`config.mk`:
```
export PLATFORM = sky130hd
export DESIGN_NAME = ga_host
export DESIGN_NICKNAME = d
export VERILOG_FILES = /design/src/rtl/ga_host.sv
export SDC_FILE = /design/constraint.sdc
export NUM_CORES = 2
export LEC_CHECK = 0
export CAP_MARGIN = 30
export CORE_AREA = 2 2 516 518
export CTS_CLUSTER_DIAMETER = 150
export DETAILED_ROUTE_END_ITERATION = 8
export DIE_AREA = 0 0 518 520
export SLEW_MARGIN = 10
export SYNTH_ARGS = -nofsm -noshare
export SYNTH_HDL_FRONTEND = slang
export SYNTH_SLANG_ARGS = --single-unit
```
`constraint.sdc`:
```
create_clock -name clk -period 5.3 [get_ports clk]
set_input_delay 0.53 -clock clk [delete_from_list [all_inputs] [get_ports clk]]
set_output_delay 0.53 -clock clk [all_outputs]
set_load 0.02 [all_outputs]
```
`src/rtl/ga_host.sv`:
```
// ga_host: host-side initiator for the fixed-point geometry accelerator bus.
// Serialises 4x4 Q16.16 operands onto the accelerator port one row per beat,
// and gathers column-ordered result beats back into a row-major 4x4 result.
// Optional feature: define GA_HOST_AUTO_READ_EN to follow every VRT load with
// an automatic result read and response.
module ga_host #(
  parameter int unsigned IDLE_ADDR     = 455,
  parameter int unsigned SETTLE_CYCLES = 2
) (
  input  logic              clk,
  input  logic              rst,
  input  logic              cmd_valid,
  output logic              cmd_ready,
  input  logic [1:0]        cmd_op,
  input  logic [0:15][31:0] cmd_data,
  output logic              rsp_valid,
  input  logic              rsp_ready,
  output logic [0:15][31:0] rsp_data,
  output logic [31:0]       ga_addr,
  output logic [0:3][31:0]  ga_wdata,
  input  logic [0:3][31:0]  ga_rdata,
  input  logic              ga_rdy
);

  localparam int unsigned ADDR_W = 32;
  localparam int unsigned CNT_W  = 4;

  localparam logic [ADDR_W-1:0] ADDR_IDLE   = ADDR_W'(IDLE_ADDR);
  localparam logic [ADDR_W-1:0] ADDR_MATRIX = ADDR_W'(0);
  localparam logic [ADDR_W-1:0] ADDR_RSLT   = ADDR_W'(2);
  localparam logic [CNT_W-1:0]  SETTLE_LAST = CNT_W'(SETTLE_CYCLES - 1);

  localparam logic [1:0] OP_MATRIX = 2'd0;
  localparam logic [1:0] OP_VRT    = 2'd1;
  localparam logic [1:0] OP_RSLT   = 2'd2;

  typedef enum logic [3:0] {
    S_IDLE,
    S_ADDR,
    S_SYNC,
    S_BEAT1,
    S_BEAT2,
    S_BEAT3,
    S_TAIL,
    S_SETTLE,
    S_RADDR,
    S_CAP0,
    S_CAP1,
    S_CAP2,
    S_CAP3,
    S_RSP
  } state_t;

  state_t             state;
  logic [1:0]         op_q;
  logic [0:15][31:0]  mat_q;
  logic               sync_rep;
  logic [CNT_W-1:0]   settle_cnt;

  // Sequencer: every output is loaded on the edge that enters the state it belongs to.
  always_ff @(posedge clk) begin
    if (rst) begin
      state      <= S_IDLE;
      op_q       <= OP_MATRIX;
      mat_q      <= '0;
      sync_rep   <= 1'b0;
      settle_cnt <= '0;
      cmd_ready  <= 1'b1;
      rsp_valid  <= 1'b0;
      rsp_data   <= '0;
      ga_addr    <= ADDR_IDLE;
      ga_wdata   <= '0;
    end else begin
      case (state)
        S_IDLE: begin
          if (cmd_valid) begin
            op_q  <= cmd_op;
            mat_q <= cmd_data;
            if (cmd_op == OP_MATRIX || cmd_op == OP_VRT) begin
              state     <= S_ADDR;
              cmd_ready <= 1'b0;
              ga_addr   <= ADDR_W'(cmd_op);
              ga_wdata  <= '0;
            end else if (cmd_op == OP_RSLT) begin
              state     <= S_RADDR;
              cmd_ready <= 1'b0;
              ga_addr   <= ADDR_RSLT;
            end
            // reserved op: accepted and dropped, stay idle
          end
        end

        S_ADDR: begin
          state    <= S_SYNC;
          sync_rep <= 1'b0;
          ga_wdata <= {mat_q[0], mat_q[1], mat_q[2], mat_q[3]};
        end

        // An idle core at the end of the first SYNC cycle gets one more row-0 cycle.
        S_SYNC: begin
          if (ga_rdy && !sync_rep) begin
            sync_rep <= 1'b1;
          end else begin
            state    <= S_BEAT1;
            ga_wdata <= {mat_q[4], mat_q[5], mat_q[6], mat_q[7]};
          end
        end

        S_BEAT1: begin
          state    <= S_BEAT2;
          ga_wdata <= {mat_q[8], mat_q[9], mat_q[10], mat_q[11]};
        end

        // VRT releases the address already during its last row.
        S_BEAT2: begin
          state    <= S_BEAT3;
          ga_wdata <= {mat_q[12], mat_q[13], mat_q[14], mat_q[15]};
          if (op_q == OP_VRT) ga_addr <= ADDR_IDLE;
        end

        S_BEAT3: begin
          ga_wdata <= '0;
          if (op_q == OP_MATRIX) begin
            state   <= S_TAIL;
            ga_addr <= ADDR_MATRIX;
          end else begin
            state      <= S_SETTLE;
            ga_addr    <= ADDR_IDLE;
            settle_cnt <= '0;
          end
        end

        S_TAIL: begin
          state      <= S_SETTLE;
          ga_addr    <= ADDR_IDLE;
          settle_cnt <= '0;
        end

        S_SETTLE: begin
          if (settle_cnt == SETTLE_LAST) begin
`ifdef GA_HOST_AUTO_READ_EN
            if (op_q == OP_VRT) begin
              state   <= S_RADDR;
              ga_addr <= ADDR_RSLT;
            end else begin
              state     <= S_IDLE;
              cmd_ready <= 1'b1;
            end
`else
            state     <= S_IDLE;
            cmd_ready <= 1'b1;
`endif
          end else begin
            settle_cnt <= settle_cnt + CNT_W'(1);
          end
        end

        S_RADDR: begin
          state <= S_CAP0;
        end

        // Column c of the result lands in rsp_data[4r + c] for each row r.
        S_CAP0: begin
          state        <= S_CAP1;
          rsp_data[0]  <= ga_rdata[0];
          rsp_data[4]  <= ga_rdata[1];
          rsp_data[8]  <= ga_rdata[2];
          rsp_data[12] <= ga_rdata[3];
        end

        S_CAP1: begin
          state        <= S_CAP2;
          rsp_data[1]  <= ga_rdata[0];
          rsp_data[5]  <= ga_rdata[1];
          rsp_data[9]  <= ga_rdata[2];
          rsp_data[13] <= ga_rdata[3];
        end

        S_CAP2: begin
          state        <= S_CAP3;
          rsp_data[2]  <= ga_rdata[0];
          rsp_data[6]  <= ga_rdata[1];
          rsp_data[10] <= ga_rdata[2];
          rsp_data[14] <= ga_rdata[3];
        end

        S_CAP3: begin
          state        <= S_RSP;
          rsp_data[3]  <= ga_rdata[0];
          rsp_data[7]  <= ga_rdata[1];
          rsp_data[11] <= ga_rdata[2];
          rsp_data[15] <= ga_rdata[3];
          ga_addr      <= ADDR_IDLE;
          rsp_valid    <= 1'b1;
        end

        S_RSP: begin
          if (rsp_ready) begin
            state     <= S_IDLE;
            rsp_valid <= 1'b0;
            cmd_ready <= 1'b1;
          end
        end

        default: begin
          state     <= S_IDLE;
          cmd_ready <= 1'b1;
          rsp_valid <= 1'b0;
          ga_addr   <= ADDR_IDLE;
          ga_wdata  <= '0;
        end
      endcase
    end
  end

endmodule

```
# Yosys cells after proc, flatten, opt, wreduce, memory -nomap -nowiden
# Index checks and enable logic that the tools add are counted.
classes:
  n_bitwise: 4
  n_lt_le_gt_ge: 0
  n_addsub: 1
  mux: 31
  shift: 0
  eq_ne: 27
  reduce_logical: 20
  div: 0
  multipliers: 0
ops:
  columns: ["cell", "count"]
  rows:
  - ["one-hot mux 128 bit (6 select lines)", 1]
  - ["2-to-1 mux 128 bit", 3]
  - ["2-to-1 mux 32 bit", 4]
  - ["one-hot mux 32 bit (4 select lines)", 1]
  - ["one-hot mux 4 bit (14 select lines)", 1]
  - ["2-to-1 mux 4 bit", 8]
  - ["== test 4 bit (second input constant)", 6]
  - ["!= test 2 bit (second input constant)", 9]
  - ["== test 4 x 3 -> 1 bit (second input constant)", 4]
  - ["one-hot mux 4 bit (3 select lines)", 1]
  - ["OR reduction 12 bit", 1]
  - ["OR reduction 11 bit", 1]
  - ["AND reduction 5 bit", 2]
  - ["2-to-1 mux 9 bit", 1]
  - ["OR reduction 9 bit", 1]
  - ["== test 4 x 1 -> 1 bit (second input constant)", 2]
  - ["== test 4 x 2 -> 1 bit (second input constant)", 2]
  - ["2-to-1 mux 1 bit", 8]
  - ["AND reduction 4 bit", 2]
  - ["OR reduction 8 bit", 1]
  - ["AND reduction 2 bit", 3]
  - ["adder 4 x 1 -> 4 bit (second input constant)", 1]
  - ["== test 2 x 1 -> 1 bit (second input constant)", 2]
  - ["logical NOT 2 bit", 2]
  - ["other kinds (13)", 16]
totals:
  register_bits: 1197
  ram_bits: 0
  output_inout_bits: 674
  latchBits: 0
  word_cells: 126
  memories: 0
  romBits: 0
  in_bits: 647

# Depth between registers and ports, before layout
depth:
  ltp_word: 5
  depth_mapped: 8
  mapped_depth_nobuf: 7

# Least setup slack after synthesis
# No wires, ideal clock.
synth_timing:
  path_type: "flip-flop to flip-flop"
  start: "register state[0]"
  end: "register ga_wdata[114] (netlist name)"
  arrival_ns: 1.802
  setup_ns: 0.127
  n_path_buf: 4
  period_less_slack_ns: 1.929
  t_required_ns: 5.173
  stages_incl_launch_ff: 9
  path_slack_ns: 3.371
  path_cell_list: "dfxtp_1 > buf_2 > buf_2 > clkbuf_1 > buf_1 > mux2i_1 > nor2_1 > a221oi_1 > o2bb2ai_1"
synth_between:
  elab_chain_len: 4
  word_cells_on_any_way: 20
  classes_between: "eq/ne (15); mux (1); bitwise (1); reduce/logical (3)"
synth_lines:
  columns: ["item", "line", "text"]
  rows:
  - ["start: declaration", "54", "state_t state;"]
  - ["start signal: assignment", "63", "state <= S_IDLE;"]
  - ["start signal: assignment", "80", "state <= S_ADDR;"]
  - ["start signal: assignment", "85", "state <= S_RADDR;"]
  - ["parallel branches: the longest is 4 deep, another holds one-hot mux 128 bit (6 select lines)", null, null]
  - ["end signal: assignment", "96", "ga_wdata <= {mat_q[0], mat_q[1], mat_q[2], mat_q[3]};"]
  - ["end signal: assignment", "105", "ga_wdata <= {mat_q[4], mat_q[5], mat_q[6], mat_q[7]};"]
  - ["end signal: assignment", "111", "ga_wdata <= {mat_q[8], mat_q[9], mat_q[10], mat_q[11]};"]
  - ["end: declaration", "20", "output logic [0:3][31:0] ga_wdata,"]
# Several ways; the timed one is not identified.
# A chain may end at the register's enable or synchronous reset.

# Worst setup path after layout
layout_timing:
  start: "register state[1]"
  end: "register ga_wdata[118] (netlist name)"
# The elaborated chain is that of the path after synthesis.

==> run metrics <==
Critical Path AT=3.94 ns; slew at the pin closest to its max-slew limit=1.19 ns; Net Switching=7.84 mW; worst hold path type=input port to flop; final cycle utilization of the critical path=61.6%; worst skew pair latency=0.79 ns; reg2reg end=ga_wdata[118]; CTS Hold Bufs=0; Initial DRT Pass Iterations=5; multiplexer share of the synthesized area=1.38%; CTS root buffer=clkbuf_16; layout cells sized above 1=5.07%; first-pass GRT wire length=290000 µm; Setup violations, final=0; final count of hold timing violations=0; number of post-CTS setup repair buffers=0; footprint of the multi-input gates=17500 µm²; Final GP Congestion=0.894; sw frac=31.6%; Initial DRC Count=2692; gr usage total=14.7%; syn_area_per_cell=8.00 µm²; Reg area=23400 µm²; worst endpoint required time=5.97 ns; fmax=306 MHz; Synth Area in Compound Gates=19.0%; area grow syn2layout=49.8%; EDFF count, synth=0; GRT overflow=0; setup tns final=0 ns; worst vdd ir=295 µV; Post-Synth Adder-Cell Area=0.0586%; final instance area=64000 µm²; initial antenna violation count=61; CTS sink count=1168; row cnt=189; Final #Nets=7075; Num CTS Buffers=138; num ports=1321; PwrDens=388 nW/µm²; Synth Register Bits=1168; Die Span X=518 µm; DR DRC count=0; vias in the first global route=38.5k; Reg clk slew, reported paths=0.06 ns; DP Area=59400 µm²; DR vias/cell=4.12; asr flop ratio synth=0%; status=completed; post-layout min period=3.26 ns; RSZ-0062 raised after global routing=no; # fillers=29.1k; port buffer count=1294; Seq pwr share=41.0%; most common cell after layout, fill and taps aside=nand2_1; die area=269000 µm²; Die Y=520 µm; Synth Instances=5337; DRT antenna net count=0; largest net degree at the start of global routing=180; XOR/XNOR Fraction of Synth Area=0.0205%; sequential-to-total area share from yosys stat=54.7%; drt total wl=209000 µm; CP startpoint=state[1]; Resize count post-CTS=0; Logic pwr share=20.2%; worst reg2reg setup slack=2.04 ns; P_int=17.0 mW; critical path type=flop to flop; clk_skew=0.0361 ns; YS warnings=0; P_leak=21.1 nW; Starting Density=16.2%; H-Tree Depth=4; Slew HR=20.9%; clock network power share=38.8%; Final Max Tran Viols=0; R2R depth=7; Mapped Area=42700 µm²; critical path launch point type=flop; Core ar.=264000 µm²; r2r startpoint=state[1]; Distinct cells, synth=51; CTS tree=yes; hpwl dp=154000 µm; WL per Instance=20.8 µm; largest family of logic cells by synthesized area=simple AND/OR/NAND/NOR gates; Max Cap Violations=0; Max clock buf depth=3; Simple-Gate Fraction of Synth Area=20.1%; most frequent cells in the layout=2059 x nand2_1, 1293 x clkdlybuf4s50_1, 1167 x dfxtp_1; Top FF cell, synth=dfxtp_1; crit-path max FO=25; CP endpoint kind=flop; routed via count=41.5k; critical path endpoint=ga_wdata[118]
-- worst min path at each step --
stage,from,endpoint,depth (start not counted)
after floorplan,mat_q[258],mat_q[258],2
after global placement,rsp_data[157],rsp_data[157],2
after detailed placement,rsp_data[271],rsp_data[271],2
after CTS,rst,rsp_data[200],2
after global routing,rst,rsp_data[79],2
final,rst,rsp_data[79],2
-- synthesized netlist by cell type, types with 5 or more instances --
cell type     n  area share, %
a221oi_1    128            2.6
dfxtp_1    1168             55
o2bb2ai_1    55            1.1
clkbuf_1    347            3.0
a21oi_1    1036             12
a22o_1       74            1.5
buf_4        38           0.67
nor2_1      149            1.3
a211oi_1     73            1.3
buf_1        11          0.097
nor2b_1       5          0.073
buf_2        71           0.83
nand2b_1      7           0.10
nor3_1        7          0.082
mux2i_1      59            1.4
nand2_1    2060             18
-- critical path, stage by stage (launching register included) --
cell and delay [ns]:
dfxtp_1 0.81, nand2b_1 0.46, nor3_4 0.83, buf_12 0.26, buf_12 0.22, a22o_1 0.20
a221oi_1 0.06, a211oi_1 0.25
-- layout make-up --
cell class                 count  share of cell area [%]
sequential                  1168                    36.5
multi-input combinational   3723                    27.4
timing repair buffer        1391                    22.0
tap                         3533                    6.91
clock buffer                 193                    6.21
clock inverter                45                   0.894
antenna                       17                  0.0665
inverter                       4                  0.0235
-- metrics by stage --
stage	hold slack, ns	cells	utilization, %	setup WS [ns]	power (mW)
2_1_floorplan	0.436	5362	-	3.37	12.9
3_3_place_gp	0.441	9817	22.5	2.03	15.4
3_5_place_dp	0.445	9818	22.5	1.97	15.5
4_1_cts	0.143	10056	24.2	1.98	25.2
5_1_grt	0.157	10067	24.2	1.72	26.0
6_report	0.189	10074	24.2	2.04	24.8
-- kinds of logic (layout without fill, tap and decap cells) --
kind of cell,count (synthesis),count (layout)
other cells,1,43
simple gates,2249,2249
flops,1168,1168
xor+xnor,1,1
mux,59,59
fa+ha+maj,2,2
compound gates,1386,1386
buf+inv,471,1633
-- routing by layer --
metal / up-vias / wire (µm) / part of all wire (%) / GRT usage (%)
met4: 46 / 9600 / 4.6 / 6.95
met3: 336 / 16000 / 7.6 / 4.40
li1: 19925 / - / - / -
met1: 19622 / 81200 / 39 / 16.7
met5: - / 325 / 0.16 / 0
met2: 1526 / 102000 / 49 / 25.3
-- registers in the layout, summed over array words and instances (netlist names) --
name / cells
mat_q: 512
rsp_data: 512
ga_wdata: 128
settle_cnt: 4
state: 4
ga_addr: 3
op_q: 2
cmd_ready: 1
rsp_valid: 1
sync_rep: 1
-- power groups by stage --
stage,combinational [mW],sequential [mW],clock [mW]
after floorplan,2.45,10.4,0
after global placement,5.06,10.4,0
final,5.01,10.2,9.63
after CTS,5.09,10.2,9.95
after global routing,5.44,10.3,10.3
after detailed placement,5.08,10.4,0
Power figures use the tool's default switching activity.
